### src/rtl/fifo_axis_pkg.sv
// fifo_axis_pkg: shared buffer depth, occupancy type and lane-reverse helper for the FIFO-to-AXIS bridge
package fifo_axis_pkg;
  localparam int BUF_DEPTH = 2;
  localparam int MAX_W = 1024;
  typedef logic [1:0] occ_t;
  function automatic logic [MAX_W-1:0] lane_swap(input logic [MAX_W-1:0] data, input int data_w, input int lane_w);
    logic [MAX_W-1:0] r;
    int n;
    r = '0;
    n = data_w / lane_w;
    for (int i = 0; i < MAX_W; i++)
      if (i < data_w) r[i] = data[10'((n - 1 - i / lane_w) * lane_w + i % lane_w)];
    return r;
  endfunction
endpackage

### src/rtl/axis_skid_buf2.sv
// axis_skid_buf2: two-entry in-order register buffer whose head feeds the stream directly
module axis_skid_buf2
  import fifo_axis_pkg::*;
#(
  parameter int DATA_W = 128
) (
  input  logic              clk,
  input  logic              rst,
  input  logic              flush,
  input  logic              push,
  input  logic [DATA_W-1:0] din,
  input  logic              pop,
  output logic [DATA_W-1:0] head,
  output occ_t              occ
);
  logic [DATA_W-1:0] tail;
  // head shifts from tail on pop; a new word lands in the first free slot after any pop
  always_ff @(posedge clk) begin
    if (rst) begin
      occ  <= '0;
      head <= '0;
      tail <= '0;
    end else if (flush) begin
      occ <= '0;
    end else begin
      occ <= occ + occ_t'(push) - occ_t'(pop);
      if (pop && occ == occ_t'(BUF_DEPTH)) head <= tail;
      else if (push && (occ == '0 || pop)) head <= din;
      if (push && occ == (pop ? occ_t'(BUF_DEPTH) : 2'd1)) tail <= din;
    end
  end
endmodule

### src/rtl/fifo_axis_bridge.sv
// fifo_axis_bridge: non-FWFT FIFO read port to AXI4-Stream master; FIFO_AXIS_BRIDGE_TLAST_EN enables fixed-length tlast framing
module fifo_axis_bridge
  import fifo_axis_pkg::*;
#(
  parameter int DATA_W     = 128,
  parameter int LANE_W     = 32,
  parameter int SWAP_LANES = 1,
  parameter int PKT_LEN    = 64
) (
  input  logic              clk,
  input  logic              rst,
  input  logic              flush,
  input  logic              fifo_empty,
  output logic              fifo_rd_en,
  input  logic [DATA_W-1:0] fifo_q,
  output logic              m_tvalid,
  input  logic              m_tready,
  output logic [DATA_W-1:0] m_tdata,
  output logic              m_tlast,
  output logic [1:0]        occupancy
);
  logic pend, pop;
  occ_t occ;
  logic [DATA_W-1:0] din;
  assign pop = m_tvalid & m_tready;
  assign m_tvalid = occ != '0;
  assign occupancy = occ;
  assign fifo_rd_en = ~rst & ~fifo_empty & ~flush & ((3'(occ) + 3'(pend) - 3'(pop)) < 3'(BUF_DEPTH));
  assign din = (SWAP_LANES != 0) ? DATA_W'(lane_swap(MAX_W'(fifo_q), DATA_W, LANE_W)) : fifo_q;
  // a read issued this cycle delivers data next cycle; flush drops that landing word
  always_ff @(posedge clk) begin
    pend <= (rst | flush) ? 1'b0 : fifo_rd_en;
  end
  axis_skid_buf2 #(.DATA_W(DATA_W)) u_buf (
    .clk  (clk),
    .rst  (rst),
    .flush(flush),
    .push (pend & ~flush),
    .din  (din),
    .pop  (pop),
    .head (m_tdata),
    .occ  (occ)
  );
`ifdef FIFO_AXIS_BRIDGE_TLAST_EN
  localparam int CW = PKT_LEN > 1 ? $clog2(PKT_LEN) : 1;
  localparam logic [CW-1:0] LAST = CW'(PKT_LEN - 1);
  logic [CW-1:0] count;
  // beat position within the current packet, advanced on each transfer
  always_ff @(posedge clk) begin
    if (rst || flush) count <= '0;
    else if (pop) count <= (count == LAST) ? '0 : count + 1'b1;
  end
  assign m_tlast = m_tvalid & (count == LAST);
`else
  assign m_tlast = 1'b0;
`endif
endmodule

### config.mk
export PLATFORM = sky130hd
export DESIGN_NAME = fifo_axis_bridge
export DESIGN_NICKNAME = d
export VERILOG_FILES = /design/src/rtl/fifo_axis_pkg.sv /design/src/rtl/axis_skid_buf2.sv /design/src/rtl/fifo_axis_bridge.sv
export SDC_FILE = /design/constraint.sdc
export NUM_CORES = 1
export LEC_CHECK = 0
export CELL_PAD_IN_SITES_DETAIL_PLACEMENT = 1
export CELL_PAD_IN_SITES_GLOBAL_PLACEMENT = 1
export CORE_MARGIN = 5
export CORE_UTILIZATION = 36
export DETAILED_ROUTE_END_ITERATION = 7
export PLACE_DENSITY = 0.9
export SYNTH_ARGS = -nofsm -noshare
export SYNTH_HDL_FRONTEND = slang
export SYNTH_SLANG_ARGS = --single-unit
### constraint.sdc
create_clock -name clk -period 2.05 [get_ports clk]
set_input_delay 0.3075 -clock clk [delete_from_list [all_inputs] [get_ports clk]]
set_output_delay 0.3075 -clock clk [all_outputs]
set_load 0.005 [all_outputs]
Yosys cells after proc, flatten, opt, wreduce, memory -nomap -nowiden
Cells that the tools add are included.
- register bits after elaboration: 259
- bits of input ports: 133
- output and inout bits: 133
- word-level logic and storage cells: 33
- add/subtract/negate cells: 4
- magnitude comparators: 1
- equality and inequality tests: 2
- muxes and demuxes: 3
- bitwise logic cells: 9
- reduce and logical (&&, ||, !) cells: 10
- operator list (kind ; count):
    $mux 128 ; 2
    $and 1x1->1 ; 5
    $reduce_and 2->1 ; 2
    $reduce_bool 2->1 ; 2
    $add 2x1->3 ; 1
    $logic_and 1x1->1 ; 3
    $lt 3x2->1 const B ; 1
    $not 1->1 ; 3
    $sub 3x1->3 ; 1
    $add 2x1->2 ; 1
    $eq 2x2->1 ; 1
    $eq 2x2->1 const B ; 1
    $logic_not 2->1 ; 1
    $mux 2 ; 1
    $reduce_or 2->1 ; 1
    $sub 2x1->2 ; 1
    $logic_or 1x1->1 ; 1
    $or 1x1->1 ; 1

Longest topological paths before layout
Gate-level depths: netlist (run 1).
- depth in word-level cells: 6
- depth in mapped cells: 7
- gate-level depth less buffers: 6

Hierarchy
From an unflattened synthesis (run 1), not the netlist that was laid out.
- cell total of the unflattened synthesis: 1299
- area total of the unflattened synthesis: 11573.6 um^2
- modules (own cells, without submodules) (module ; instances ; cells each ; area each (um^2) ; seq. area each (um^2)):
    axis_skid_buf2 ; 1 ; 1285 ; 11451.0 ; 5165.0
    fifo_axis_bridge ; 1 ; 14 ; 122.6 ; 20.0

Worst setup path before layout (run 1)
OpenSTA, ideal clock, no wires.
- path kind: reg2out
- start: register u_buf.occ[1]
- end: output port fifo_rd_en
- arrival time: 1717 ps
- required time: 1742 ps
- path slack: 25 ps
- stages on the path, launching flop included: 7
- buffers on the path: 1
- path through: dfxtp_1 -> buf_2 -> and3b_4 -> o21ai_0 -> fa_1 -> nand2b_1 -> nor4_1
- word-level cells in the longest chain between the ends: 5
- elaborated cells between the ends (all ways): 6
- those cells by class: 2 x add/sub; 1 x order compare; 2 x bitwise; 1 x reduce/logical
- RTL lines (what ; RTL line ; text):
    start: declaration ; axis_skid_buf2.sv:14 ; output occ_t occ
    start signal: assignment ; axis_skid_buf2.sv:26 ; occ <= occ + occ_t'(push) - occ_t'(pop);
    parallel branches: the longest is 2 deep, another holds $add 2x1->3 ; -- ;
    $sub 3x1->3 (*) ; fifo_axis_bridge.sv:28 ; assign fifo_rd_en = ~rst & ~fifo_empty & ~flush & ((3'(occ) + 3'(pend) - 3'(pop)) < 3'(BUF_DEPTH));
    $lt 3x2->1 (*) ; fifo_axis_bridge.sv:28 ;
    $and 1x1->1 (*) ; fifo_axis_bridge.sv:28 ;
    end: declaration ; fifo_axis_bridge.sv:14 ; output logic fifo_rd_en,
Every way passes the cells marked *.

Final worst setup path (run 1)
- start: register u_buf.occ[0]
- end: output port fifo_rd_en
The elaborated chain is that of the path after synthesis.

==> results_dict.tcl, run 1 <==
set metrics [dict create \
    slew_viol_final 0 \
    timing.final.ws_setup_ns -0.421 \
    avgRoutedWirePerCell_um 19.8 \
    critPathMaxStageDelay_ns 0.47 \
    synth_edf_count 0 \
    status "finished with violations" \
    drcViolationCount 0 \
    n_fill_cell 3444 \
    antenna_found_initial 1 \
    ys_ff_latch 259 \
    n_antenna_cell 0 \
    routabilityCongestion 0.797 \
    hpwl_um 25900 \
    area_growth_pct 39.2 \
    clkTransAtPathRegs_ns 0.06 \
    critPathLaunch "u_buf.occ[0]" \
    cts.sinks 259 \
    r2r_start "u_buf.occ[0]" \
    async_reset_ff_frac 0 \
    grt_usage 0.222 \
    setup.worst_path.class "reg2out" \
    crit_path_end "fifo_rd_en" \
    seq_area_frac_synth 0.484 \
    p_per_area_nw_per_um2 764 \
    finalHoldViolCount 0 \
    finalWirelength_um 38600 \
    fin_skew_ns 0.0124 \
    syn_avg_cell_area_um2 8.23 \
    grt_first_pass_wirelength_um 61300 \
    endpoint_kind "output pin" \
    grt_max_degree 95 \
    hold_start "rst" \
    via_per_inst 5.51 \
    nets 1676 \
    synth_top_flop_cell "dfxtp_1" \
    ant_nets 0 \
    slowest_stage "fa_1" \
    leakage_nw 4.92 \
    synth_nets 1435 \
    rsz0062_at_grt "yes" \
    rrSetupSlack_ns 0.09 \
    fin_crit_ns 2.47 \
    yosys_warnings 0 \
    row_count 63 \
    hp-class "in2reg" \
    slew_headroom 0.613 \
    drive_gt1_frac 0.0828 \
    first_pass_iters 4 \
    start_kind "register" \
    crit_path_max_fanout 3 \
    maxCapViolCount 0 \
    dr.first_iter.drc_count 657 \
    rr_endpoint "u_buf.head[51]" \
    crit_chain "and3b_4 -> o21ai_2 -> fa_1 -> nand2b_1 -> nor4_2 -> buf_2" \
    synthesis.area_um2 10700 \
    irDropWorstVdd_uv 557 \
    holdBufCountCts 0 \
    crit_arrival_ns 2.16 \
    vias 10700 \
    coreArea_um2 29500 \
    grt_pass1_vias 11600 \
    cts_inserted_buffers 29 \
    clockRootBuffer "clkbuf_16" \
    post_synth_inst_count 1300 \
    p_total_mw 11.4 \
    synthDistinctLibCells 31 \
    cts_htree_levels 1 \
    grt_overflow_total 0 \
    ios 266 \
    die_w_um 182 \
    violations "negative setup slack" \
    fin_crit_sh 1.21 \
    portBuffers 264 \
    setup_viol 1 \
    die_area_um2 33300 \
    clock_path_buffers 3 \
    fmax_mhz 405 \
    start_util 0.363 \
    fp.dieH_um 182 \
    hold_slack_ns 0.263 \
    insertion_delay_ns 0.54 \
    worst_slew_pin_slew_ns 0.580 \
    cts_tree "yes" \
    rr_worst_depth 9 \
    place_worst_setup_slack_ns -0.866 \
    worstPathRequired_ns 1.74 \
]
layout make-up:
class | instances | area (um^2) | area share
inverter | 129 | 484 | 0.0325
clock buffer | 42 | 835 | 0.0560
multi-input combinational | 796 | 4340 | 0.291
timing repair buffer | 326 | 3520 | 0.236
clock inverter | 6 | 57.6 | 0.00386
tap | 390 | 488 | 0.0327
sequential | 259 | 5190 | 0.348
synth_stat cells, types with 2 or more instances:
| cell type | instances | area (um^2) |
|---|---|---|
| o21ai_0 | 2 | 10.0 |
| nand2b_1 | 2 | 12.5 |
| dfxtp_1 | 259 | 5180 |
| buf_2 | 19 | 95.1 |
| nor2b_1 | 2 | 12.5 |
| xor2_1 | 2 | 17.5 |
| clkbuf_1 | 40 | 150 |
| nor4_1 | 2 | 12.5 |
| nand2_1 | 256 | 961 |
| a21oi_1 | 385 | 1930 |
| nor2_1 | 2 | 7.51 |
| inv_1 | 129 | 484 |
| buf_4 | 33 | 248 |
| o221ai_1 | 118 | 1030 |
| o221ai_2 | 10 | 150 |
| xnor2_1 | 2 | 17.5 |
| buf_6 | 23 | 259 |
layout by cell type (no fill, tap or decap), types with 2 or more instances in the layout:
master,Yosys,layout
nand2_1,256,256
o221ai_2,10,10
clkinv_2,0,4
nor2b_2,1,2
a21oi_1,385,384
buf_6,23,2
clkdlybuf4s50_1,0,260
xnor2_1,2,2
inv_1,129,129
dfxtp_1,259,258
buf_4,33,29
xor2_1,2,2
clkbuf_1,40,7
o21ai_4,0,2
clkbuf_16,0,29
clkbuf_8,0,6
o221ai_1,118,118
buf_12,0,33
worst min-delay path by stage:
stage	to	slack [ns]	cells after the start
floorplan	u_buf.tail[0]	0.44	2
global placement	u_buf.tail[118]	0.44	2
detailed placement	u_buf.tail[17]	0.45	2
CTS	u_buf.tail[17]	0.26	3
global route	u_buf.tail[16]	0.27	3
finish	u_buf.tail[17]	0.26	3
sequential cells by signal (all words and copies together), names as in the netlist:
name and flops:
u_buf.occ 2, u_buf.tail 128, u_buf.head 128, pend 1
cell families after synthesis:
kind of cell | after synthesis | synth area share
XOR/XNOR | 4 | 0.00327
buffers and inverters | 245 | 0.116
AND/OR/NAND/NOR | 270 | 0.0989
adder cells (fa/ha/maj) | 2 | 0.00304
other | 1 | 0.000350
AO/OA/AOI/OAI | 519 | 0.294
flip-flops | 259 | 0.484
power breakdown:
part	switching (mW)	internal, mW	total [mW]
registers	0.0678	5.14	5.21
clock network	2.05	2.91	4.97
logic	0.583	0.629	1.21
total	2.71	8.68	11.4
per-layer routing:
metal | GRT usage | part of all wire | vias to the layer above
li1 | - | - | 4975
met1 | 0.275 | 0.41 | 5340
met2 | 0.399 | 0.51 | 350
met3 | 0.0425 | 0.060 | 57
met4 | 0.0507 | 0.018 | 2
met5 | 0 | 0.00034 | -
worst max-delay path: cells and delay by family, from the launching register on:
kind	cells	cell delay, ns
buffers and inverters	1	0.16
AO/OA/AOI/OAI	1	0.07
flip-flops	1	0.32
adder cells (fa/ha/maj)	1	0.47
AND/OR/NAND/NOR	3	0.61
stage by stage:
step,cells,instance area (um^2),TNS (ns),util
finish,1948,14900,-0.421,0.506
global route,1948,14900,-0.524,0.506
CTS,1947,14900,-0.501,0.505
detailed placement,1896,14000,-14.31,0.474
global placement,1896,14000,-6.02,0.474
floorplan,1300,10700,0,-
what timing repair did:
action,4_1_cts,5_1_grt
setup buffers,3,1
cloned,0,0
resized for setup,11,1
pin swaps,1,1
endpoints found under the setup margin,2,1
(Power assumes the default switching activity.)
==> run 2: changes to the inputs <==
Settings changed: HOLD_SLACK_MARGIN set to 0.1, SKIP_LAST_GASP set to 1.
==> run 2 against run 1 <==
  * The run still ends with negative setup slack left
  * Non-clock buffer count decreased by 1
  * Largest cell class unchanged
  * Combinational power about the same
  * Critical endpoint unchanged
  * Utilization decreased by 0.059 points
  * Global-route usage about the same
==> results_dict.tcl, run 2 (synthesis gave the netlist of run 1 again) <==
set metrics [dict create \
    status "finished with violations" \
    violations "negative setup slack" \
    first_pass_iters 5 \
    clockRootBuffer "clkbuf_16" \
    hpwl_um 25900 \
    antenna_found_initial 1 \
    die_w_um 182 \
    fin_crit_ns 2.50 \
    clock_path_buffers 3 \
    grt_first_pass_wirelength_um 61300 \
    tns_ns -0.449 \
    slew_headroom 0.623 \
    finalHoldViolCount 0 \
    rsz0062_at_grt "yes" \
    cts_inserted_buffers 29 \
    top_regs "u_buf.head (128), u_buf.tail (128), u_buf.occ (2)" \
    leakage_nw 4.92 \
    irDropWorstVdd_uv 558 \
    slew_viol_final 0 \
    start_util 0.363 \
    insertion_delay_ns 0.54 \
    dr_wl_met3_um 2210 \
    portBuffers 264 \
    clkTransAtPathRegs_ns 0.06 \
    final_util 0.505 \
    start_kind "register" \
    crit_arrival_ns 2.19 \
    maxCapViolCount 0 \
    final_cell_mix "a21oi_1 (384), clkdlybuf4s50_1 (260), dfxtp_1 (258)" \
    p_per_area_nw_per_um2 764 \
    grt_max_degree 95 \
    cts_tree "yes" \
    hp-class "in2reg" \
    drcViolationCount 0 \
    fmax_mhz 400 \
    cts.sinks 259 \
    cts_htree_levels 1 \
    via_per_inst 5.51 \
    fin_crit_sh 1.22 \
    finalWirelength_um 38800 \
    timing.final.ws_setup_ns -0.449 \
    drive_gt1_frac 0.0809 \
    area_growth_pct 39.1 \
    n_antenna_cell 0 \
    grt_pass1_vias 11600 \
    endpoint_kind "output pin" \
    grt_overflow_total 0 \
    die_area_um2 33300 \
    setup_viol 1 \
    setup.worst_path.class "reg2out" \
    ios 266 \
    placed_cells 1896 \
    final_common_cell "a21oi_1" \
    coreArea_um2 29500 \
    vias 10700 \
    holdBufCountCts 0 \
    fin_skew_ns 0.0102 \
    wl_met2_um 19800 \
    worst_slew_pin_slew_ns 0.566 \
    nets 1675 \
    ant_nets 0 \
    wl_met1_um 16000 \
    worstPathRequired_ns 1.74 \
    top_layer_used "met5" \
    fp.dieH_um 182 \
    crit_path_max_fanout 3 \
    row_count 63 \
    dr.first_iter.drc_count 687 \
    routabilityCongestion 0.797 \
    stdcell_count 1947 \
    grt_usage 0.222 \
    avgRoutedWirePerCell_um 19.9 \
]
## run 2: per-stage QoR
step	area, um^2	setup slack, ns	power [mW]	hold WS [ns]
after global placement	14000	-0.735	6.46	0.442
after CTS	14900	-0.505	11.5	0.261
after detailed placement	14000	-0.866	6.51	0.450
after global routing	14900	-0.546	11.8	0.269
final	14900	-0.449	11.4	0.264
after floorplan	10700	0.0252	5.78	0.436
## run 2: area by class of cell
type                       count  area [um^2]
timing repair buffer         325         3510
inverter                     129          484
sequential                   259         5190
multi-input combinational    796         4330
clock buffer                  42          835
clock inverter                 6         57.6
fill                        3442        14600
tap                          390          488
## run 2: final timing paths
path	startpoint	endpoint	slack (ns)	cells after the start
min reg2reg	u_buf.tail[17]	u_buf.tail[17]	0.46	2
min	rst	u_buf.tail[17]	0.26	3
max	u_buf.occ[0]	fifo_rd_en	-0.45	6
max reg2reg	u_buf.occ[0]	u_buf.head[51]	0.10	9
## run 2: per-layer routing
metal | GRT usage | up-vias
met4 | 0.0498 | 2
met2 | 0.401 | 320
met1 | 0.274 | 5363
li1 | - | 4979
met5 | 0 | -
met3 | 0.0423 | 55
## run 2: what timing repair did
| item | in CTS | in global routing |
|---|---|---|
| endpoints found under the setup margin | 2 | 1 |
| pin swaps | 1 | 1 |
| resized for setup | 9 | 0 |
| setup buffers | 3 | 0 |
| gates cloned | 0 | 0 |
## run 2: critical path, stage by stage, from the launching register on
cell      delay [ns]
dfxtp_2         0.32
and3b_4         0.29
o21ai_1         0.08
fa_1            0.48
nand2b_1        0.08
nor4_2          0.24
buf_2           0.17
## run 2: where the power goes
| group | switching [mW] | internal [mW] | total (mW) | leakage [nW] |
|---|---|---|---|---|
| Combinational | 0.582 | 0.627 | 1.21 | 2.38 |
| Sequential | 0.0679 | 5.14 | 5.21 | 2.10 |
| Clock | 2.05 | 2.91 | 4.97 | 0.439 |
| Total | 2.70 | 8.68 | 11.4 | 4.92 |
==> run 3: changes to the inputs <==
Settings changed: CAP_MARGIN set to 30.
==> results of run 3 <==
Final layout, timing and power as in run 2 (identical DEF).
